### src/rtl/ov7670_stream_tx.sv
// ov7670_stream_tx
// ----------------
// Transmitter for the OV7670 parallel pixel interface. It produces VGA-style
// frame and line timing on o_vsync/o_href and streams a deterministic RGB565
// test pattern, two bytes per pixel, on o_data.
//
// Optional feature macro: OV7670_TX_GRID_EN
//   defined   : pixel color comes from a 3x3 grid of 3-bit codes taken from
//               i_grid_colors, latched when VSYNC is entered
//   undefined : eight vertical color bars; i_grid_colors is ignored
//
// Ports
//   i_clk          pixel/byte clock, outputs change on its rising edge
//   i_rstn         asynchronous active-low reset
//   i_enable       start and keep producing frames
//   i_grid_colors  nine 3-bit region codes, region 0 in [26:24]
//   o_vsync        frame sync, active high
//   o_href         byte valid within an active line
//   o_data         RGB565 byte (even byte {R,G[5:3]}, odd byte {G[2:0],B})
//   o_sof          one-cycle pulse on the first vsync-high cycle
//   o_busy         high whenever not idle
//   o_frame_cnt    completed frames, wraps
module ov7670_stream_tx #(
  parameter int unsigned ACTIVE_W    = 640,
  parameter int unsigned ACTIVE_H    = 480,
  parameter int unsigned HBLANK      = 288,
  parameter int unsigned VSYNC_LINES = 3,
  parameter int unsigned VBP_LINES   = 17,
  parameter int unsigned VFP_LINES   = 10
) (
  input  logic        i_clk,
  input  logic        i_rstn,
  input  logic        i_enable,
  input  logic [26:0] i_grid_colors,
  output logic        o_vsync,
  output logic        o_href,
  output logic [7:0]  o_data,
  output logic        o_sof,
  output logic        o_busy,
  output logic [15:0] o_frame_cnt
);

  localparam int unsigned LINE_LEN     = 2 * ACTIVE_W + HBLANK;
  localparam int unsigned ACTIVE_BYTES = 2 * ACTIVE_W;
  localparam int unsigned MAX_A        = (VSYNC_LINES > VBP_LINES) ? VSYNC_LINES : VBP_LINES;
  localparam int unsigned MAX_B        = (ACTIVE_H > VFP_LINES) ? ACTIVE_H : VFP_LINES;
  localparam int unsigned MAX_LINES    = (MAX_A > MAX_B) ? MAX_A : MAX_B;
  localparam int unsigned BW           = $clog2(LINE_LEN + 1);
  localparam int unsigned LW           = $clog2(MAX_LINES + 1);

  localparam logic [BW-1:0] LAST_BYTE  = BW'(LINE_LEN - 1);
  localparam logic [BW-1:0] HREF_BYTES = BW'(ACTIVE_BYTES);

  typedef enum logic [2:0] {IDLE, VSYNC, VBP, ACTIVE, VFP} state_t;

  state_t        state_q, state_d;
  logic [BW-1:0] byteCnt_q, byteCnt_d;
  logic [LW-1:0] lineCnt_q, lineCnt_d;
  logic [LW-1:0] lastLine;
  logic [15:0]   frameCnt_d;
  logic          sof_d;
  logic          latchGrid_d;
  logic          vsync_d;
  logic          href_d;
  logic          busy_d;
  logic [7:0]    data_d;
  logic [BW-1:0] xPix;
  logic [2:0]    code;
  logic [15:0]   pixel;

  function automatic logic [15:0] paletteRgb565(input logic [2:0] c);
    logic [15:0] rgb;
    case (c)
      3'd0:    rgb = 16'h0000;
      3'd1:    rgb = 16'hF800;
      3'd2:    rgb = 16'hFC00;
      3'd3:    rgb = 16'hFFE0;
      3'd4:    rgb = 16'h07E0;
      3'd5:    rgb = 16'h001F;
      3'd6:    rgb = 16'hFFFF;
      default: rgb = 16'hF81F;
    endcase
    return rgb;
  endfunction

  // Number of the final line period of the current blanking/active phase.
  always_comb begin
    case (state_q)
      VSYNC:   lastLine = LW'(VSYNC_LINES - 1);
      VBP:     lastLine = LW'(VBP_LINES - 1);
      ACTIVE:  lastLine = LW'(ACTIVE_H - 1);
      default: lastLine = LW'(VFP_LINES - 1);
    endcase
  end

  // Next-state logic. Every non-idle phase is a whole number of line periods,
  // so all phases share one byte/line counter pair that restarts per phase.
  always_comb begin
    state_d     = state_q;
    byteCnt_d   = byteCnt_q;
    lineCnt_d   = lineCnt_q;
    frameCnt_d  = o_frame_cnt;
    sof_d       = 1'b0;
    latchGrid_d = 1'b0;
    if (state_q == IDLE) begin
      if (i_enable) begin
        state_d     = VSYNC;
        byteCnt_d   = '0;
        lineCnt_d   = '0;
        sof_d       = 1'b1;
        latchGrid_d = 1'b1;
      end
    end else if (byteCnt_q != LAST_BYTE) begin
      byteCnt_d = byteCnt_q + 1'b1;
    end else begin
      byteCnt_d = '0;
      if (lineCnt_q != lastLine) begin
        lineCnt_d = lineCnt_q + 1'b1;
      end else begin
        lineCnt_d = '0;
        case (state_q)
          VSYNC:  state_d = VBP;
          VBP:    state_d = ACTIVE;
          ACTIVE: state_d = VFP;
          default: begin
            // End of frame: count it and, if still enabled, start the next
            // frame with no gap cycle.
            frameCnt_d = o_frame_cnt + 16'd1;
            if (i_enable) begin
              state_d     = VSYNC;
              sof_d       = 1'b1;
              latchGrid_d = 1'b1;
            end else begin
              state_d = IDLE;
            end
          end
        endcase
      end
    end
  end

  // Pattern generation, evaluated on the next-cycle counters so the outputs
  // can be registered and still line up with o_href.
  assign xPix = byteCnt_d >> 1;

`ifdef OV7670_TX_GRID_EN
  localparam logic [BW-1:0] COL_T1 = BW'(ACTIVE_W / 3);
  localparam logic [BW-1:0] COL_T2 = BW'(2 * (ACTIVE_W / 3));
  localparam logic [LW-1:0] ROW_T1 = LW'(ACTIVE_H / 3);
  localparam logic [LW-1:0] ROW_T2 = LW'(2 * (ACTIVE_H / 3));

  logic [26:0] gridColors_q;
  logic [1:0]  colIdx;
  logic [1:0]  rowIdx;
  logic [3:0]  region;

  always_comb begin
    colIdx = (xPix < COL_T1) ? 2'd0 : (xPix < COL_T2) ? 2'd1 : 2'd2;
    rowIdx = (lineCnt_d < ROW_T1) ? 2'd0 : (lineCnt_d < ROW_T2) ? 2'd1 : 2'd2;
    region = {2'b00, rowIdx} * 4'd3 + {2'b00, colIdx};
    case (region)
      4'd0:    code = gridColors_q[26:24];
      4'd1:    code = gridColors_q[23:21];
      4'd2:    code = gridColors_q[20:18];
      4'd3:    code = gridColors_q[17:15];
      4'd4:    code = gridColors_q[14:12];
      4'd5:    code = gridColors_q[11:9];
      4'd6:    code = gridColors_q[8:6];
      4'd7:    code = gridColors_q[5:3];
      4'd8:    code = gridColors_q[2:0];
      default: code = 3'd0;
    endcase
  end

  // Grid codes are frozen for the whole frame once VSYNC is entered.
  always_ff @(posedge i_clk or negedge i_rstn) begin
    if (!i_rstn) begin
      gridColors_q <= '0;
    end else if (latchGrid_d) begin
      gridColors_q <= i_grid_colors;
    end
  end
`else
  localparam int unsigned BAR_W     = ACTIVE_W / 8;
  localparam logic [23:0] BAR_CODES = {3'd6, 3'd3, 3'd4, 3'd5, 3'd7, 3'd1, 3'd2, 3'd0};

  logic unusedGrid;
  assign unusedGrid = ^{i_grid_colors, latchGrid_d};

  // Bar index is found by threshold comparison; columns past the eighth bar
  // (the division remainder) are black.
  always_comb begin
    code = BAR_CODES[23:21];
    for (int k = 1; k < 8; k++) begin
      if (xPix >= BW'(k * BAR_W)) code = BAR_CODES[23 - 3 * k -: 3];
    end
    if (xPix >= BW'(8 * BAR_W)) code = 3'd0;
  end
`endif

  assign pixel   = paletteRgb565(code);
  assign vsync_d = (state_d == VSYNC);
  assign busy_d  = (state_d != IDLE);
  assign href_d  = (state_d == ACTIVE) && (byteCnt_d < HREF_BYTES);
  assign data_d  = !href_d ? 8'h00 : (byteCnt_d[0] ? pixel[7:0] : pixel[15:8]);

  // State, counters and registered outputs.
  always_ff @(posedge i_clk or negedge i_rstn) begin
    if (!i_rstn) begin
      state_q     <= IDLE;
      byteCnt_q   <= '0;
      lineCnt_q   <= '0;
      o_vsync     <= 1'b0;
      o_href      <= 1'b0;
      o_data      <= 8'h00;
      o_sof       <= 1'b0;
      o_busy      <= 1'b0;
      o_frame_cnt <= 16'h0000;
    end else begin
      state_q     <= state_d;
      byteCnt_q   <= byteCnt_d;
      lineCnt_q   <= lineCnt_d;
      o_vsync     <= vsync_d;
      o_href      <= href_d;
      o_data      <= data_d;
      o_sof       <= sof_d;
      o_busy      <= busy_d;
      o_frame_cnt <= frameCnt_d;
    end
  end

endmodule
### config.mk
export PLATFORM = sky130hd
export DESIGN_NAME = ov7670_stream_tx
export DESIGN_NICKNAME = d
export VERILOG_FILES = /design/src/rtl/ov7670_stream_tx.sv
export SDC_FILE = /design/constraint.sdc
export NUM_CORES = 1
export LEC_CHECK = 0
export ABC_AREA = 1
export BUFFER_PORTS_ARGS = -buffer_cell sky130_fd_sc_hd__buf_2
export CORE_ASPECT_RATIO = 0.7
export CORE_MARGIN = 3
export CORE_UTILIZATION = 42
export CTS_CLUSTER_SIZE = 30
export DETAILED_ROUTE_END_ITERATION = 8
export SYNTH_ARGS = -nofsm -noshare
export SYNTH_HDL_FRONTEND = slang
export SYNTH_SLANG_ARGS = --single-unit
### constraint.sdc
create_clock -name i_clk -period 3.1 [get_ports i_clk]
set_input_delay 0.31 -clock i_clk [delete_from_list [all_inputs] [get_ports i_clk]]
set_output_delay 0.31 -clock i_clk [all_outputs]
set_load 0.02 [all_outputs]
; Word level (Yosys, flattened, before mapping)
; Cells that the tools add are included.
[totals]
mem_count = 0
register_bits = 51
inputBits = 30
rom_bits = 0
latch_bits = 0
mem_bits_rw = 0
[op_classes]
n_bitwise = 4
addsub = 3
magnitude_cmp = 9
n_mux = 30
n_shift = 0
n_reduce_logical = 7
eq_ne = 15
n_div = 0
multipliers = 0
[ops]
columns = op, count
row1 = $pmux W16 S7, 1
row2 = $mux W3, 12
row3 = $mux W9, 4
row4 = $mux W11, 3
row5 = $ge A10 B9 Y1 const B, 3
row6 = $pmux W9 S3, 1
row7 = $ge A10 B10 Y1 const B, 2
row8 = $ge A10 B8 Y1 const B, 2
row9 = $add A16 B1 Y16 const B, 1
row10 = $mux W8, 2
row11 = $eq A3 B2 Y1 const B, 5
row12 = $add A11 B1 Y11 const B, 1
row13 = $lt A11 B11 Y1 const B, 1
row14 = $ne A11 B11 Y1 const B, 1
row15 = $ge A10 B7 Y1 const B, 1
row16 = $add A9 B1 Y9 const B, 1
row17 = $eq A3 B1 Y1 const B, 3
row18 = $eq A3 B3 Y1 const B, 3
row19 = $ne A9 B9 Y1, 1
row20 = $pmux W3 S3, 1
row21 = $logic_not A3 Y1, 2
row22 = $mux W1, 6
row23 = $ne A2 B2 Y1 const B, 2
row24 = $not A1 Y1, 4
row25 = other kinds (5), 5

; Logic depth before layout (Yosys ltp)
[depth]
ltp_word = 16
ltp_mapped = 17
depth_no_buf = 17

; Worst setup path after synthesis
; OpenSTA, ideal clock, no wires.
[synth_timing]
path_type = register -> register
startpoint = register byteCnt_q[0]
endpoint = register o_data[2]
t_required_ps = 2981
arrival_time_ps = 1764
setup_slack_ps = 1217
path_stages_with_launch = 15
period_less_slack_ps = 1883
cell_sequence = dfrtp_1 > ha_1 > nand2_1 > nor2_1 > nand3_1 > nand2_4 > nor2_1 > nor2_1 > nand3_1 > nand2_1 > nand2_1 > nor2_1 > nand2_1 > a21oi_1 > nor2_1
[synth_between]
elab_chain_cells = 16
[synth_rtl]
columns = element, line
row1 = "start, declared", 57  ; logic [BW-1:0] byteCnt_q, byteCnt_d;
row2 = "start signal, assigned", 221  ; byteCnt_q <= byteCnt_d;
row3 = $add A11 B1 Y11 or $ne A11 B11 Y1 (tied branches), "114, 113"
row4 = $mux W11, 113  ; end else if (byteCnt_q != LAST_BYTE) begin
row5 = $mux W11, 105  ; if (state_q == IDLE) begin
row6 = $ge A10 B7 Y1, 195  ; if (xPix >= BW'(k * BAR_W)) code = BAR_CODES[23 - 3 * k -: 3];
row7 = $mux W3 (7 in series), 195
row8 = $mux W3, 197  ; if (xPix >= BW'(8 * BAR_W)) code = 3'd0;
row9 = "$eq A3 B3 Y1, or another cell as far along", 73  ; case (c)
row10 = $pmux W16 S7, 73
row11 = $mux W8, 205  ; assign data_d = !href_d ? 8'h00 : (byteCnt_d[0] ? pixel[7:0] : pixel[15:8]);
row12 = $mux W8 (*), 205
row13 = via data_d[2], 66  ; logic [7:0] data_d;
row14 = "end signal, assigned", 225  ; o_data <= data_d;
row15 = "end, declared", 37  ; output logic [7:0] o_data,
; Mark *: on every way through the listed nets, which the timed path passes. The rest lies on a longest branch.
; A chain may end at the register's enable or synchronous reset.

; Final worst setup path
[layout_timing]
startpoint = register byteCnt_q[0]
endpoint = register o_frame_cnt[10]
[layout_between]
elab_chain_cells = 3
[layout_rtl]
columns = element, line
row1 = $ne A11 B11 Y1, 113
row2 = $not A1 Y1 (no source line), -
row3 = $reduce_and A4 Y1 (no source line), -
row4 = "end signal, assigned", 228  ; o_frame_cnt <= frameCnt_d;
row5 = "end, declared", 40  ; output logic [15:0] o_frame_cnt
; No other way between the ends.

==> flow_summary.json <==
{
  "status": "complete, no violations",
  "cap_viol_max_count": 0,
  "cts_root_buf": "clkbuf_8",
  "r2r_cells": 10,
  "die_y_um": 74.3,
  "wl_met3_um": 250,
  "cts.repair.resized": 0,
  "tns_ps": 0,
  "critPathCapture": "o_frame_cnt[10]",
  "clkLatencyLatePin_ps": 300,
  "cts_sinks": 47,
  "worstReg2RegEnd": "o_frame_cnt[10]",
  "worst_hold_path_type": "in -> async",
  "power_density_nw_per_um2": 497,
  "relSlewSlack_pct": 57.3,
  "required_ps": 3330,
  "fin_nets": 431,
  "arrival_ps": 2570,
  "routed_wl_um": 6030,
  "fin_crit_ps": 2340,
  "grt_first_pass_wirelength_um": 10300,
  "drt-met1-wl_um": 3210,
  "yosysSeqAreaShare_pct": 42.0,
  "first_pass_iters": 4,
  "avgSynthCellArea_sq_um": 7.66,
  "grt_pass1_vias": 2173,
  "synth_edf_count": 0,
  "port_buffers": 30,
  "top_layer_used": "met4",
  "clk_path_buf_depth": 2,
  "synth_cell_types": 34,
  "p_leak_nw": 1.59,
  "grt_overflow": 0,
  "vias": 2377,
  "critPathCaptureType": "flop",
  "worst_slack_ps": 761,
  "drive_gt1_share_pct": 16.3,
  "wl_per_cell_um": 12.3,
  "cts_inserted_buffers": 5,
  "slew_violations": 0,
  "r2r-start": "byteCnt_q[0]",
  "cts.htree.levels": 2,
  "worstMarginPinSlew_ps": 640,
  "fin_crit_sh_pct": 75.5,
  "die_area_sq_um": 7690,
  "cp_max_fo": 11,
  "pre_cts_ws_ps": 762,
  "area_delta_synth_final_pct": 13.2,
  "reg2reg_slack_ps": 760,
  "grt_usage_pct": 16.3,
  "crit_type": "reg -> reg",
  "nFillCells": 624,
  "io_pins": 58,
  "antenna_left": 0,
  "irDropWorstVdd_v": 0.000255,
  "ys.flop_type": "dfrtp_1",
  "gp_congestion": 0.863,
  "drc_errors": 0,
  "syn_nets": 398,
  "die_w_um": 104,
  "rsz0062_at_grt": "no",
  "ys_ff_latch": 47,
  "post-cts-setup-buffers": 0,
  "n_antenna_cell": 0,
  "synthesis.area_sq_um": 2800,
  "cts_tree": "done",
  "crit_start": "byteCnt_q[0]",
  "antenna_found_initial": 0,
  "hold_viol_final": 0,
  "setup_viol": 0,
  "max_freq_mhz": 428,
  "cts.clk_slew.worst_paths_ps": 90,
  "yosys_warnings": 0,
  "drt_iter0_markers": 99,
  "register_area_sq_um": 1180,
  "core_sq_um": 6340,
  "start_kind": "flop",
  "initial_utilization_pct": 44.2,
  "avgViaCountPerCell": 4.85,
  "async_flop_share_pct": 100,
  "ctsHoldBuffers": 0,
  "syn_inst": 365,
  "rows": 24,
  "multi_input_area_sq_um": 1410,
  "met2_length_um": 2520,
  "hpwl_um": 4630,
  "fin_worst_skew_ps": 4.22,
  "grt_max_degree": 29
}
==> cells by family after synthesis <==
family                   after synthesis  synth area share, %
flip-flops                            47                 42.0
AND/OR/NAND/NOR                      207                 34.1
XOR/XNOR                              23                 7.20
buffers and inverters                 51                 7.47
AO/OA/AOI/OAI                         34                 7.87
adder cells (fa/ha/maj)                3                 1.34
==> critical path: stages, from the launching register on <==
cell and delay, ps:
dfrtp_1 400, ha_1 210, nand2_1 80, nor2_1 240, nand3_1 320, nor2_2 220, nand2_1 250, nor2_2 200
nand3b_1 90, nor2_1 110, xor2_1 140
==> sequential cells by signal, summed over array words and instances (netlist names) <==
| name | cells |
|---|---|
| o_frame_cnt | 16 |
| byteCnt_q | 11 |
| lineCnt_q | 9 |
| o_data | 4 |
| state_q | 3 |
| o_busy | 1 |
| o_href | 1 |
| o_sof | 1 |
| o_vsync | 1 |
==> final cells by class <==
cell class,count,share of cell area (%)
clock buffer,6,2.29
clock inverter,2,1.90
inverter,46,5.49
multi-input combinational,267,44.6
sequential,47,37.1
tap,91,3.60
timing repair buffer,31,4.98
==> Yosys cell counts (all sizes together), types with 4 or more instances <==
cell | count | area [sq um]
nand3 | 27 | 135
xor2 | 15 | 131
nand2 | 104 | 408
xnor2 | 8 | 70.1
nor4 | 4 | 25.0
nor2 | 50 | 213
buf | 5 | 35.0
nand3b | 4 | 42.5
nor3 | 11 | 71.3
inv | 45 | 169
o22ai | 9 | 56.3
nand4 | 6 | 52.6
o21ai | 17 | 96.4
dfrtp | 47 | 1180
==> power breakdown <==
| group | leakage (nW) | internal, mW | switching [mW] |
|---|---|---|---|
| combinational | 0.881 | 0.104 | 0.245 |
| clock | 0.0654 | 0.322 | 0.211 |
| sequential | 0.646 | 0.657 | 0.0352 |
| total | 1.59 | 1.08 | 0.491 |
==> through the flow <==
step	power (mW)	hold slack [ps]	util, %	instance area [sq um]	instances
2_1_floorplan	0.953	14.4	-	2800	365
3_3_place_gp	1.05	379	47.9	3030	482
3_5_place_dp	1.06	394	47.9	3030	482
4_1_cts	1.60	58.0	50.0	3170	490
5_1_grt	1.67	75.6	50.0	3170	490
6_report	1.57	24.2	50.0	3170	490
==> routing by layer <==
layer | track usage (%) | vias to the layer above
met5 | 0 | -
met4 | 3.98 | 0
met3 | 3.90 | 5
met2 | 24.3 | 41
met1 | 24.0 | 1090
li1 | - | 1241
==> worst min path at each step <==
stage,from,to,slack [ps],cells after the start
final,i_rstn,lineCnt_q[6],20,1
after global routing,i_rstn,o_frame_cnt[10],80,1
after CTS,i_rstn,o_frame_cnt[15],60,1
after detailed placement,i_rstn,lineCnt_q[7],390,1
after global placement,i_rstn,lineCnt_q[7],380,1
after floorplan,i_rstn,byteCnt_q[0],10,0
==> layout by cell type (no fill, tap or decap), drive strengths merged <==
cell    synthesis  routed
o22ai           9       9
nand4           6       6
xor2           15      15
clkinv          1       1
xnor2           8       8
nand2         104     104
inv            45      45
nor3           11      11
a22o            1       1
clkbuf          0       6
nor4            4       4
a21oi           3       3
nand3          27      27
bufinv          0       2
dfrtp          47      47
buf             5      31
a32o            1       1
o21ai          17      17
ha              3       3
nor2           50      50
o21bai          3       3
or2             1       1
nand3b          4       4
Power figures use the tool's default switching activity.
